`src/rtl/expr_pkg.sv`:
```
// Shared constants and types for the expression generator and recognizer.
package expr_pkg;

  localparam int unsigned MAX_TERMS_DEF = 8;

  localparam logic [7:0] CH_ZERO = 8'h30;
  localparam logic [7:0] CH_PLUS = 8'h2B;
  localparam logic [7:0] CH_STAR = 8'h2A;

  localparam logic OP_ADD = 1'b0;
  localparam logic OP_MUL = 1'b1;

  typedef enum logic [1:0] {
    IDLE  = 2'd0,
    DIGIT = 2'd1,
    OP    = 2'd2
  } state_t;

endpackage

```
`src/rtl/expr_char_enc.sv`:
```
// Maps a digit or an operator bit to its ASCII character.
module expr_char_enc
  import expr_pkg::*;
(
  input  logic       i_is_op,
  input  logic [3:0] i_digit,
  input  logic       i_op_bit,
  output logic [7:0] o_char
);

  // Pure combinational encoding.
  always_comb begin
    if (i_is_op) begin
      o_char = (i_op_bit == OP_MUL) ? CH_STAR : CH_PLUS;
    end else begin
      o_char = CH_ZERO + {4'h0, i_digit};
    end
  end

endmodule

```
`src/rtl/expr_gen.sv`:
```
// Emits one arithmetic expression (digit (op digit)*) as an ASCII character
// stream over a valid/ready handshake. All outputs are registered.
module expr_gen
  import expr_pkg::*;
#(
  parameter int unsigned MAX_TERMS = MAX_TERMS_DEF
) (
  input  logic                   clk,
  input  logic                   clr,
  input  logic                   start,
  input  logic [3:0]             n_terms,
  input  logic [4*MAX_TERMS-1:0] digits,
  input  logic [MAX_TERMS-2:0]   ops,
  input  logic                   out_ready,
  output logic                   out_valid,
  output logic [7:0]             out_char,
  output logic                   out_last,
  output logic                   busy,
  output logic                   err
);

  localparam int unsigned IW = (MAX_TERMS > 1) ? $clog2(MAX_TERMS) : 1;

  state_t               r_state;
  state_t               w_state_nxt;
  logic [IW-1:0]        r_idx;
  logic [IW-1:0]        w_idx_nxt;
  logic [IW-1:0]        w_idx_inc;
  logic [IW-1:0]        w_last_idx;
  logic [3:0]           r_n;
  logic [3:0]           r_dig [MAX_TERMS];
  logic [MAX_TERMS-2:0] r_ops;

  logic                 r_valid;
  logic                 r_last;
  logic                 r_busy;
  logic                 r_err;
  logic [7:0]           r_char;
  logic                 w_valid_nxt;
  logic                 w_last_nxt;
  logic                 w_busy_nxt;
  logic                 w_err_nxt;
  logic [7:0]           w_char_nxt;

  logic                 w_load;
  logic                 w_legal;
  logic                 w_xfer;
  logic                 w_enc_is_op;
  logic [3:0]           w_enc_digit;
  logic                 w_enc_op;
  logic [7:0]           w_enc_char;

  assign out_valid  = r_valid;
  assign out_char   = r_char;
  assign out_last   = r_last;
  assign busy       = r_busy;
  assign err        = r_err;

  assign w_xfer     = r_valid & out_ready;
  assign w_idx_inc  = r_idx + IW'(1);
  assign w_last_idx = IW'(r_n - 4'd1);

  // Request legality: count in range and every used term a BCD digit.
  always_comb begin
    w_legal = (n_terms != 4'd0) && (32'(n_terms) <= MAX_TERMS);
    for (int unsigned i = 0; i < MAX_TERMS; i++) begin
      if ((i < 32'(n_terms)) && (digits[4*i +: 4] > 4'd9)) begin
        w_legal = 1'b0;
      end
    end
  end

  expr_char_enc u_enc (
    .i_is_op  (w_enc_is_op),
    .i_digit  (w_enc_digit),
    .i_op_bit (w_enc_op),
    .o_char   (w_enc_char)
  );

  // Next-state logic; the character for the next state is encoded here so
  // that out_char is registered alongside the state change.
  always_comb begin
    w_state_nxt = r_state;
    w_idx_nxt   = r_idx;
    w_valid_nxt = r_valid;
    w_last_nxt  = r_last;
    w_busy_nxt  = r_busy;
    w_char_nxt  = r_char;
    w_err_nxt   = 1'b0;
    w_load      = 1'b0;
    w_enc_is_op = 1'b0;
    w_enc_digit = 4'd0;
    w_enc_op    = OP_ADD;

    unique case (r_state)
      IDLE: begin
        w_valid_nxt = 1'b0;
        w_last_nxt  = 1'b0;
        w_busy_nxt  = 1'b0;
        if (start) begin
          if (w_legal) begin
            // First digit comes straight from the inputs being latched.
            w_load      = 1'b1;
            w_state_nxt = DIGIT;
            w_idx_nxt   = '0;
            w_valid_nxt = 1'b1;
            w_busy_nxt  = 1'b1;
            w_enc_digit = digits[3:0];
            w_char_nxt  = w_enc_char;
            w_last_nxt  = (n_terms == 4'd1);
          end else begin
            w_err_nxt   = 1'b1;
          end
        end
      end

      DIGIT: begin
        if (w_xfer) begin
          if (r_idx == w_last_idx) begin
            w_state_nxt = IDLE;
            w_valid_nxt = 1'b0;
            w_busy_nxt  = 1'b0;
            w_last_nxt  = 1'b0;
          end else begin
            w_state_nxt = OP;
            w_enc_is_op = 1'b1;
            w_enc_op    = r_ops[r_idx];
            w_char_nxt  = w_enc_char;
            w_last_nxt  = 1'b0;
          end
        end
      end

      OP: begin
        if (w_xfer) begin
          w_state_nxt = DIGIT;
          w_idx_nxt   = w_idx_inc;
          w_enc_digit = r_dig[w_idx_inc];
          w_char_nxt  = w_enc_char;
          w_last_nxt  = (w_idx_inc == w_last_idx);
        end
      end

      default: begin
        w_state_nxt = IDLE;
        w_idx_nxt   = '0;
        w_valid_nxt = 1'b0;
        w_last_nxt  = 1'b0;
        w_busy_nxt  = 1'b0;
      end
    endcase
  end

  // State, index and registered outputs.
  always_ff @(posedge clk or posedge clr) begin
    if (clr) begin
      r_state <= IDLE;
      r_idx   <= '0;
      r_valid <= 1'b0;
      r_char  <= 8'h00;
      r_last  <= 1'b0;
      r_busy  <= 1'b0;
      r_err   <= 1'b0;
    end else begin
      r_state <= w_state_nxt;
      r_idx   <= w_idx_nxt;
      r_valid <= w_valid_nxt;
      r_char  <= w_char_nxt;
      r_last  <= w_last_nxt;
      r_busy  <= w_busy_nxt;
      r_err   <= w_err_nxt;
    end
  end

  // Operand capture on an accepted start; held for the whole stream.
  always_ff @(posedge clk or posedge clr) begin
    if (clr) begin
      r_n   <= '0;
      r_ops <= '0;
      for (int unsigned i = 0; i < MAX_TERMS; i++) begin
        r_dig[i] <= '0;
      end
    end else if (w_load) begin
      r_n   <= n_terms;
      r_ops <= ops;
      for (int unsigned i = 0; i < MAX_TERMS; i++) begin
        r_dig[i] <= digits[4*i +: 4];
      end
    end
  end

endmodule

```
`config.mk`:
```
export PLATFORM = sky130hd
export DESIGN_NAME = expr_gen
export DESIGN_NICKNAME = d
export VERILOG_FILES = /design/src/rtl/expr_pkg.sv /design/src/rtl/expr_char_enc.sv /design/src/rtl/expr_gen.sv
export SDC_FILE = /design/constraint.sdc
export NUM_CORES = 1
export LEC_CHECK = 0
export CORE_UTILIZATION = 30
export CTS_BUF_LIST = sky130_fd_sc_hd__clkbuf_2
export DETAILED_ROUTE_END_ITERATION = 10
export GPL_TIMING_DRIVEN = 0
export HOLD_SLACK_MARGIN = 0.02
export MAX_ROUTING_LAYER = met4
export SLEW_MARGIN = 20
export SYNTH_ARGS = -nofsm -noshare
export SYNTH_HDL_FRONTEND = slang
export SYNTH_SLANG_ARGS = --single-unit
```
`constraint.sdc`:
```
create_clock -name clk -period 6.4 [get_ports clk]
set_clock_uncertainty 0.15 [all_clocks]
set_input_delay 1.6 -clock clk [delete_from_list [all_inputs] [get_ports clk]]
set_output_delay 1.6 -clock clk [all_outputs]
set_load 0.05 [all_outputs]
```
==> Word level (Yosys, flattened, before mapping) <==
Index checks and enable logic that the tools add are counted.
W data, S select, Z words.
{ "word_totals": {"latch_bits": 0, "word_cells": 125, "register_bits": 58, "ram_bits": 0, "memories": 0, "rom_bits": 0} }
{ "classes": {"div": 0, "n_bitwise": 4, "n_mul": 0, "n_eq_ne": 11, "n_shift": 0, "n_lt_le_gt_ge": 19, "n_mux": 55, "reduce_logical": 17, "addsub": 3} }
{ "ops": {"columns": ["operator", "n"], "rows": [
  ["$mux W8", 5],
  ["$gt A4 B4 Y1 const B", 8],
  ["$mux W1", 28],
  ["$pmux W8 S3", 1],
  ["$mux W4", 5],
  ["$lt A3 B4 Y1 const A", 4],
  ["$bmux W4 S3", 1],
  ["$ne A2 B2 Y1 const B", 6],
  ["$mux W2", 5],
  ["$logic_and A1 B1 Y1", 9],
  ["$mux W3", 3],
  ["$pmux W3 S3", 1],
  ["$lt A1 B4 Y1 const A", 2],
  ["$lt A2 B4 Y1 const A", 2],
  ["$pmux W4 S2", 1],
  ["$reduce_and A4 Y1", 2],
  ["$add A6 B4 Y7 const A", 1],
  ["$mux W7", 1],
  ["$eq A3 B3 Y1", 2],
  ["$pmux W1 S3", 2],
  ["$pmux W2 S3", 1],
  ["$reduce_and A6 Y1", 1],
  ["$eq A4 B1 Y1 const B", 1],
  ["$ge A4 B4 Y1 const B", 1],
  ["15 further kinds", 16]
]} }

==> Longest topological paths before layout <==
Gate-level depths: netlist of the first run.
{ "logic_depth": {"depth_word": 18, "depth_mapped": 9, "depth_no_buf": 8} }

==> Modules after synthesis <==
From an unflattened synthesis of the first run, not the netlist that was laid out.
{ "hier_totals": {"hier_cells": 240, "hier_area_um2": 3101.7} }
{ "modules_own_cells": {"columns": ["module", "area_each_um2", "seq_area_each_um2", "n_inst", "cells_each"], "rows": [
  ["expr_gen", 3034.2, 1451.4, 1, 229],
  ["expr_char_enc", 67.6, 0.0, 1, 11]
]} }

==> Least setup slack after synthesis of the first run <==
Ideal clock, no wire load.
{ "synth_timing": {"path_type": "input to register", "start": "in n_terms[1]", "end": "reg r_dig[0] in the netlist's numbering", "path_buffers": 3, "t_arrival_ns": 3.068, "path_slack_ns": 3.057, "required_time_ns": 6.125, "cell_stages": 8, "cell_sequence": "buf_6 > nor4b_2 > o22ai_1 > o31ai_2 > nand3_1 > buf_6 > buf_6 > mux2_4"} }
{ "synth_between": {"elab_chain_cells": 13} }
{ "synth_rtl": {"columns": ["item", "line", "rtl"], "rows": [
  ["start, declared", "expr_gen.sv:11", "input logic [3:0] n_terms,"],
  ["$le A4 B4 Y1, or another cell as far along", "expr_gen.sv:65", "w_legal = (n_terms != 4'd0) && (32'(n_terms) <= MAX_TERMS);"],
  ["$logic_and A1 B1 Y1 (on tied branches)", "expr_gen.sv:65, expr_gen.sv:67", null],
  ["$mux W1 (7 in a row)", "expr_gen.sv:67", "if ((i < 32'(n_terms)) && (digits[4*i +: 4] > 4'd9)) begin"],
  ["$mux W1 (*)", "expr_gen.sv:67", null],
  ["$mux W1 (*)", "expr_gen.sv:101", "if (w_legal) begin"],
  ["$mux W1 (*)", "expr_gen.sv:100", "if (start) begin"],
  ["$mux W1 (*)", "expr_gen.sv:95", "unique case (r_state)"],
  ["end signal, assigned by index", "expr_gen.sv:187", "r_dig[i] <= digits[4*i +: 4];"],
  ["end, declared", "expr_gen.sv:31", "logic [3:0] r_dig [MAX_TERMS];"]
]} }
Every way passes the cells marked *; elsewhere a longest branch is shown, timed or not.
A chain may end at the register's enable or synchronous reset.

==> impl_results.rst, run 1 <==
.. list-table::
   :header-rows: 1

   * - Metric
     - Value
   * - Outcome
     - completed
   * - Antenna violations before repair
     - 0
   * - VDD IR-drop max
     - 132 uV
   * - Hold Fails Final Rpt
     - 0
   * - Number of rows created at floorplan
     - 36
   * - Mean Syn Cell Area
     - 12.8 um2
   * - Avg Vias per Cell
     - 4.82
   * - Share of the clock period used by the worst path after layout
     - 55.8%
   * - Starting Density
     - 30.8%
   * - Share of cells above drive strength 1
     - 25.8%
   * - Count of cells resized by post-cts repair
     - 0
   * - Total standard cell area after synthesis
     - 0.00298 mm2
   * - Average wire length per cell after detail routing
     - 15.9 um
   * - Maximum number of pins on one net before global-route repair
     - 57
   * - Overflow left after global routing
     - 0
   * - TritonCTS Buffers
     - 5
   * - Count of flip-flops with a built-in enable after synthesis
     - 0
   * - CTS tree
     - yes
   * - Fraction of the mapped netlist area in compound gates
     - 8.23%
   * - Last weighted congestion value of the routability-driven placer
     - 0.827
   * - Share of synthesized area spent on multiplexers
     - 28.5%
   * - Fraction of synthesized cell area taken by the top area cell type
     - 47.0%
   * - CP Class
     - flop to primary output
   * - Clock Latency Late Sink
     - 440 ps
   * - Clock transition at the registers of the reported paths
     - 280 ps
   * - Hold buffers post-CTS
     - 0
   * - Async SR Flop Fraction
     - 100%
   * - Overall die area
     - 0.0103 mm2
   * - Pre-antenna DRT Iters
     - 4
   * - Transition at the pin with the smallest max-transition slack
     - 695 ps
   * - Simple-Gate Fraction of Synth Area
     - 7.85%
   * - Vias in the first global route
     - 2097
   * - Slowest cell on the critical path
     - sky130_fd_sc_hd__clkdlybuf4s50_1
   * - Number of top-level design ports
     - 59
   * - Largest family of logic cells by synthesized area
     - multiplexers
   * - Vertical extent of the die
     - 102 um
   * - Launch point of the worst path
     - busy
   * - Post-Synth XOR/XNOR Area
     - 2.23%
   * - Max-cap viol count
     - 0
   * - Global Route Usage Sum
     - 14.4%
   * - Residual antenna-violating net count after detailed routing
     - 0
   * - Power density relative to cell area
     - 344 mW/mm2
   * - Signed area change from the synthesized netlist to the final layout
     - 25.9%
   * - CTS Root Buffer Type
     - sky130_fd_sc_hd__clkbuf_2
   * - Routed via count
     - 2061
   * - Sum of routed wire length over all layers
     - 6790 um
   * - Launch point of the worst hold path
     - out_char[5]
   * - Global-route wire length before repair
     - 10900 um
   * - Standard cell core area
     - 0.00968 mm2
   * - Setup Buffers After CTS
     - 0
   * - Delay-heaviest family, CP
     - buffers and inverters
   * - Min Hold Slack
     - 362 ps
   * - Clock period minus final worst setup slack
     - 3570 ps
   * - Leakage Power
     - 1.77 nW
   * - Post-synthesis sequential element count
     - 56
   * - Worst setup SP type
     - flop
   * - Least setup slack across all paths after layout
     - 2830 ps
   * - # fillers
     - 951
   * - Worst-case clock buffer depth
     - 2
   * - Most frequently used flop master after synthesis
     - sky130_fd_sc_hd__dfrtp_1
   * - Crit path cell chain
     - buf_4 -> clkdlybuf4s50_1
   * - Setup repair after global routing missed its margin
     - no
   * - CTS H-Tree Depth
     - 2
   * - Post-synthesis cell count
     - 233
   * - Bufs and invs on worst path
     - 2
   * - Pre-CTS setup slack
     - 2350 ps
   * - Die outline width
     - 102 um
   * - Total count of max-transition violations in the final report
     - 0
   * - Final antenna diode count
     - 0
   * - Nets
     - 343
   * - Worst reg2reg path startpoint
     - r_idx[1]
   * - Arrival time of the worst setup path
     - 1820 ps
   * - DRC Markers
     - 0
   * - Top cell type by total area after synthesis
     - sky130_fd_sc_hd__dfrtp_1
   * - IO Port Bufs
     - 53
   * - Synthesis Warnings
     - 0
   * - Worst Path Max Fanout
     - 5
   * - TritonCTS sink count
     - 56
   * - Hold WC Path Type
     - flop to flop
   * - Total half-perimeter wirelength after legalization and detailed placement
     - 5130 um
   * - Unique cell type count in the Yosys netlist
     - 41
   * - Cell types with the largest area share after synthesis
     - sky130_fd_sc_hd__dfrtp_1 47%, sky130_fd_sc_hd__mux2_4 15%, sky130_fd_sc_hd__mux4_2 6.8%
   * - Number of endpoints failing setup at the final stage
     - 0
   * - Maximum single-stage delay on the critical path
     - 780 ps
   * - Endpoint required time on the critical path
     - 4650 ps
   * - Highest achievable clock rate
     - 0.280 GHz
   * - Sum of negative setup slack
     - 0 ps
   * - Share of the yosys chip area belonging to registers
     - 47.0%
   * - Worst slew margin
     - 53.7%
   * - Critical Path End Type
     - primary output
   * - Number of DRC markers after the initial detailed-route iteration
     - 68
   * - Post-synthesis share of cell area spent on full adders, half adders and majority gates
     - 0.840%
-- metal layers --
metal | global-route usage (%) | up-vias | part of all wire (%)
met5 | - | - | 0
met4 | 3.34 | 0 | 0.75
met3 | 2.90 | 6 | 4.9
met2 | 23.5 | 49 | 48
met1 | 18.3 | 1048 | 46
li1 | - | 958 | -
-- through the flow --
step                      utilization, %  total power [mW]  instances  area (um2)
after detailed placement            38.0              1.12        420        3680
after global placement              38.0              1.11        420        3680
after floorplan                        -             0.955        234        2980
after global routing                38.7              1.37        428        3750
after CTS                           38.7              1.30        428        3750
final                               38.7              1.29        428        3750
-- flip-flops by register name, summed over array words and instances, names as in the netlist --
register	cells
r_dig	32
r_ops	7
out_char	6
r_idx	3
r_n	3
r_state	2
busy	1
err	1
out_last	1
-- cell usage in the layout (no fill, tap or decap), types with 6 or more instances in the layout --
cell and instances:
sky130_fd_sc_hd__mux2_2 13, sky130_fd_sc_hd__mux4_2 9, sky130_fd_sc_hd__inv_1 7, sky130_fd_sc_hd__nand3_1 9, sky130_fd_sc_hd__nand2_1 11, sky130_fd_sc_hd__clkdlybuf4s50_1 53
sky130_fd_sc_hd__mux2_4 30, sky130_fd_sc_hd__o21ai_0 19, sky130_fd_sc_hd__clkbuf_2 6, sky130_fd_sc_hd__dfrtp_1 56, sky130_fd_sc_hd__a21oi_1 7, sky130_fd_sc_hd__nor2_1 7
-- power by group --
part	total (mW)	internal [mW]	switching (mW)	leakage [nW]
Combinational	0.562	0.304	0.259	0.996
Sequential	0.546	0.474	0.0717	0.728
Clock	0.180	0.0657	0.115	0.0406
Total	1.29	0.843	0.445	1.77
-- cell families after synthesis --
kind of cell,count (synthesis)
other,1
adder cells (fa/ha/maj),2
AND/OR/NAND/NOR,44
buffers and inverters,26
AO/OA/AOI/OAI,41
flip-flops,56
XOR/XNOR,6
multiplexers,57
-- synthesized netlist by cell type (2+ instances only) --
| library cell | n |
|---|---|
| sky130_fd_sc_hd__nor3_1 | 2 |
| sky130_fd_sc_hd__clkbuf_1 | 3 |
| sky130_fd_sc_hd__mux2_2 | 13 |
| sky130_fd_sc_hd__dfrtp_1 | 56 |
| sky130_fd_sc_hd__a21oi_1 | 7 |
| sky130_fd_sc_hd__xor2_1 | 3 |
| sky130_fd_sc_hd__buf_4 | 3 |
| sky130_fd_sc_hd__nor2_1 | 7 |
| sky130_fd_sc_hd__buf_6 | 5 |
| sky130_fd_sc_hd__o221ai_1 | 2 |
| sky130_fd_sc_hd__nor2b_1 | 2 |
| sky130_fd_sc_hd__a31oi_1 | 3 |
| sky130_fd_sc_hd__nand3_1 | 9 |
| sky130_fd_sc_hd__o22ai_1 | 2 |
| sky130_fd_sc_hd__a211oi_1 | 2 |
| sky130_fd_sc_hd__o211ai_1 | 3 |
| sky130_fd_sc_hd__nand2b_1 | 5 |
| sky130_fd_sc_hd__mux2_4 | 30 |
| sky130_fd_sc_hd__buf_2 | 5 |
| sky130_fd_sc_hd__inv_1 | 8 |
| sky130_fd_sc_hd__xnor2_1 | 2 |
| sky130_fd_sc_hd__mux2i_1 | 5 |
| sky130_fd_sc_hd__ha_1 | 2 |
| sky130_fd_sc_hd__nand2_1 | 11 |
| sky130_fd_sc_hd__mux4_2 | 9 |
| sky130_fd_sc_hd__o21ai_0 | 19 |
-- area by class of cell --
cell class                 count  area [um2]  share of cell area (%)
inverter                       8        32.5                   0.868
clock buffer                   5        25.0                   0.667
buffer                        18         124                    3.30
timing repair buffer          53         531                    14.1
sequential                    56        1400                    37.4
multi-input combinational    152        1430                    38.1
clock inverter                 3        42.5                    1.13
tap                          133         166                    4.44
-- final timing paths --
kind / cells after the start / slack [ps] / to
min: 1 / 360 / out_char[5]
max reg2reg: 6 / 3890 / out_char[0]
max: 2 / 2830 / out_valid
min in group asynchronous: 2 / 1420 / r_dig[1]
max in group asynchronous: 2 / 4230 / r_state[0]
min reg2reg: 1 / 360 / out_char[5]
Note: power is estimated with default switching activity, not from simulation.
==> inputs of run 2 (changes only) <==
==> constraint.sdc (replaced) <==
create_clock -name clk -period 3.3 [get_ports clk]
set_clock_uncertainty 0.15 [all_clocks]
set_input_delay 0.825 -clock clk [delete_from_list [all_inputs] [get_ports clk]]
set_output_delay 0.825 -clock clk [all_outputs]
set_load 0.05 [all_outputs]
==> results of run 2 <==
Same layout as run 1 (identical final DEF). Status: completed.
Among the figures that moved: setup slack after placement 2350 ps -> 20.1 ps; setup slack after layout 2830 ps -> 505 ps; register-to-register setup slack 3890 ps -> 790 ps; total power 1.29 mW -> 2.50 mW; worst IR drop on VDD 132 uV -> 255 uV
==> inputs of run 3 (changes only) <==
==> constraint.sdc (replaced) <==
create_clock -name clk -period 2.5 [get_ports clk]
set_clock_uncertainty 0.15 [all_clocks]
set_input_delay 0.625 -clock clk [delete_from_list [all_inputs] [get_ports clk]]
set_output_delay 0.625 -clock clk [all_outputs]
set_load 0.05 [all_outputs]
==> run 3 against run 2 <==
  * Non-clock buffer count shrank 1
  * First-iteration DRC count grew 1.5%
  * Utilization grew 0.16 points
  * Clock power grew 33%
  * Power grew 32%
  * Via count shrank 0.15%
  * Die area is the same
  * Hold slack lost 77 ps
  * Critical endpoint is now out_last
==> impl_results.rst, run 3 (synthesized netlist as in run 1, its figures left out) <==
.. list-table::
   :header-rows: 1

   * - Metric
     - Value
   * - Outcome
     - completed
   * - Clock Latency Late Sink
     - 440 ps
   * - CTS Root Buffer Type
     - sky130_fd_sc_hd__clkbuf_2
   * - Number of top-level design ports
     - 59
   * - Arrival time of the worst setup path
     - 1660 ps
   * - Vertical extent of the die
     - 102 um
   * - Nets
     - 342
   * - CTS tree
     - yes
   * - Clock transition at the registers of the reported paths
     - 290 ps
   * - Number of flip-flops under the largest register name
     - 32
   * - Die outline width
     - 102 um
   * - Register bank with the most flops
     - r_dig
   * - Max-cap viol count
     - 0
   * - Leakage Power
     - 1.86 nW
   * - Standard cell core area
     - 0.00968 mm2
   * - Average wire length per cell after detail routing
     - 16.0 um
   * - Last weighted congestion value of the routability-driven placer
     - 0.827
   * - Signed area change from the synthesized netlist to the final layout
     - 26.4%
   * - Worst-case clock buffer depth
     - 2
   * - Placed Instance Area
     - 0.00368 mm2
   * - Highest achievable clock rate
     - 0.411 GHz
   * - Top library cells by usage in the layout, fill and taps aside
     - 56 x sky130_fd_sc_hd__dfrtp_1, 44 x sky130_fd_sc_hd__clkdlybuf4s50_1, 30 x sky130_fd_sc_hd__mux2_4, 19 x sky130_fd_sc_hd__o21ai_0, 13 x sky130_fd_sc_hd__mux2_2
   * - Worst reg2reg path startpoint
     - r_n[0]
   * - Avg Vias per Cell
     - 4.82
   * - Pre-CTS setup slack
     - -580 ps
   * - Starting Density
     - 30.8%
   * - Vias in the first global route
     - 2097
   * - Maximum single-stage delay on the critical path
     - 800 ps
   * - Slowest cell on the critical path
     - sky130_fd_sc_hd__clkdlybuf4s50_1
   * - Routed via count
     - 2058
   * - CTS H-Tree Depth
     - 2
   * - Endpoint required time on the critical path
     - 1730 ps
   * - Launch point of the worst path
     - out_last
   * - Number of endpoints failing setup at the final stage
     - 0
   * - Most common cell after layout, fill and taps aside
     - sky130_fd_sc_hd__dfrtp_1
   * - Worst Path Max Fanout
     - 2
   * - DRC Markers
     - 0
   * - Critical Path End Type
     - primary output
   * - Residual antenna-violating net count after detailed routing
     - 0
   * - TritonCTS Buffers
     - 5
   * - Pre-antenna DRT Iters
     - 4
   * - Launch point of the worst hold path
     - n_terms[1]
   * - Worst slew margin
     - 54.0%
   * - Maximum number of pins on one net before global-route repair
     - 57
   * - Transition at the pin with the smallest max-transition slack
     - 690 ps
   * - Share of cells above drive strength 1
     - 26.2%
   * - Delay-heaviest family, CP
     - buffers and inverters
   * - Placed instance count
     - 420
   * - Clock period minus final worst setup slack
     - 2430 ps
   * - Summed area of non-filler cells in the final layout
     - 0.00376 mm2
   * - Power density relative to cell area
     - 877 mW/mm2
   * - Share of the clock period used by the worst path after layout
     - 97.3%
   * - VDD IR-drop max
     - 339 uV
   * - Hold buffers post-CTS
     - 0
   * - Sum of negative setup slack
     - 0 ps
   * - Sum of routed wire length over all layers
     - 6820 um
   * - Final antenna diode count
     - 0
   * - Global-route wire length before repair
     - 10900 um
   * - Worst setup SP type
     - flop
   * - Antenna violations before repair
     - 0
   * - Number of rows created at floorplan
     - 36
   * - Number of DRC markers after the initial detailed-route iteration
     - 69
   * - Hold WC Path Type
     - input port to flop
   * - Overflow left after global routing
     - 0
   * - CP Class
     - flop to primary output
   * - Global Route Usage Sum
     - 14.4%
   * - Setup repair after global routing missed its margin
     - no
   * - Crit path cell chain
     - clkdlybuf4s50_1
   * - TritonCTS sink count
     - 56
   * - Filler-free cell count of the finished design
     - 427
   * - # fillers
     - 948
   * - Hold Fails Final Rpt
     - 0
   * - Bufs and invs on worst path
     - 1
   * - Least setup slack across all paths after layout
     - 68.7 ps
   * - Total count of max-transition violations in the final report
     - 0
   * - Overall die area
     - 0.0103 mm2
   * - IO Port Bufs
     - 53
   * - Total half-perimeter wirelength after legalization and detailed placement
     - 5130 um
==> run 3: cell types whose count changed in the layout (fill, tap and decap cells not counted), sizes merged <==
cell           previous run  this run
dlymetal6s2s              0         6
buf                      14        13
clkdlybuf4s50            53        44
dlygate4sd2               0         3
==> run 3: cell type report <==
cell class / instances / area, um2 / area share (%)
sequential: 56 / 1400 / 37.2
buffer: 17 / 120 / 3.19
inverter: 8 / 32.5 / 0.864
timing repair buffer: 53 / 542 / 14.4
tap: 133 / 166 / 4.42
multi-input combinational: 152 / 1440 / 38.1
clock inverter: 3 / 42.5 / 1.13
clock buffer: 5 / 25.0 / 0.665
==> run 3: worst paths after layout <==
kind / slack (ps) / cells past startpoint / endpoint
max: 70 / 1 / out_last
min: 280 / 2 / r_n[1]
max reg2reg: 120 / 7 / out_char[0]
min reg2reg: 360 / 1 / out_char[5]
max in group asynchronous: 1310 / 2 / out_char[1]
min in group asynchronous: 440 / 2 / r_idx[2]
==> run 3: power by group <==
| part | switching [mW] | internal, mW | total, mW | leakage, nW |
|---|---|---|---|---|
| logic | 0.665 | 0.774 | 1.44 | 1.09 |
| registers | 0.183 | 1.21 | 1.40 | 0.728 |
| clock network | 0.297 | 0.168 | 0.465 | 0.0406 |
==> run 3: what timing repair did <==
| item | 4_1_cts | 5_1_grt |
|---|---|---|
| gates cloned | 0 | 0 |
| setup buffers | 0 | 0 |
| endpoints found under the setup margin | 37 | 7 |
| gates resized for setup | 3 | 7 |
==> run 3: per-stage QoR <==
step           power [mW]  hold WS, ps  utilization [%]
6_report             3.30          285             38.9
5_1_grt              3.49          259             38.9
3_3_place_gp         2.84          312             38.0
4_1_cts              3.32          288             38.7
2_1_floorplan        2.45          295                -
3_5_place_dp         2.86          305             38.0
==> run 3: routing by layer <==
layer,global-route usage [%],wire [um],vias to the layer above
li1,-,-,955
met3,2.90,322,7
met5,-,0,-
met2,23.5,3300,52
met1,18.3,3150,1044
met4,3.34,54,0
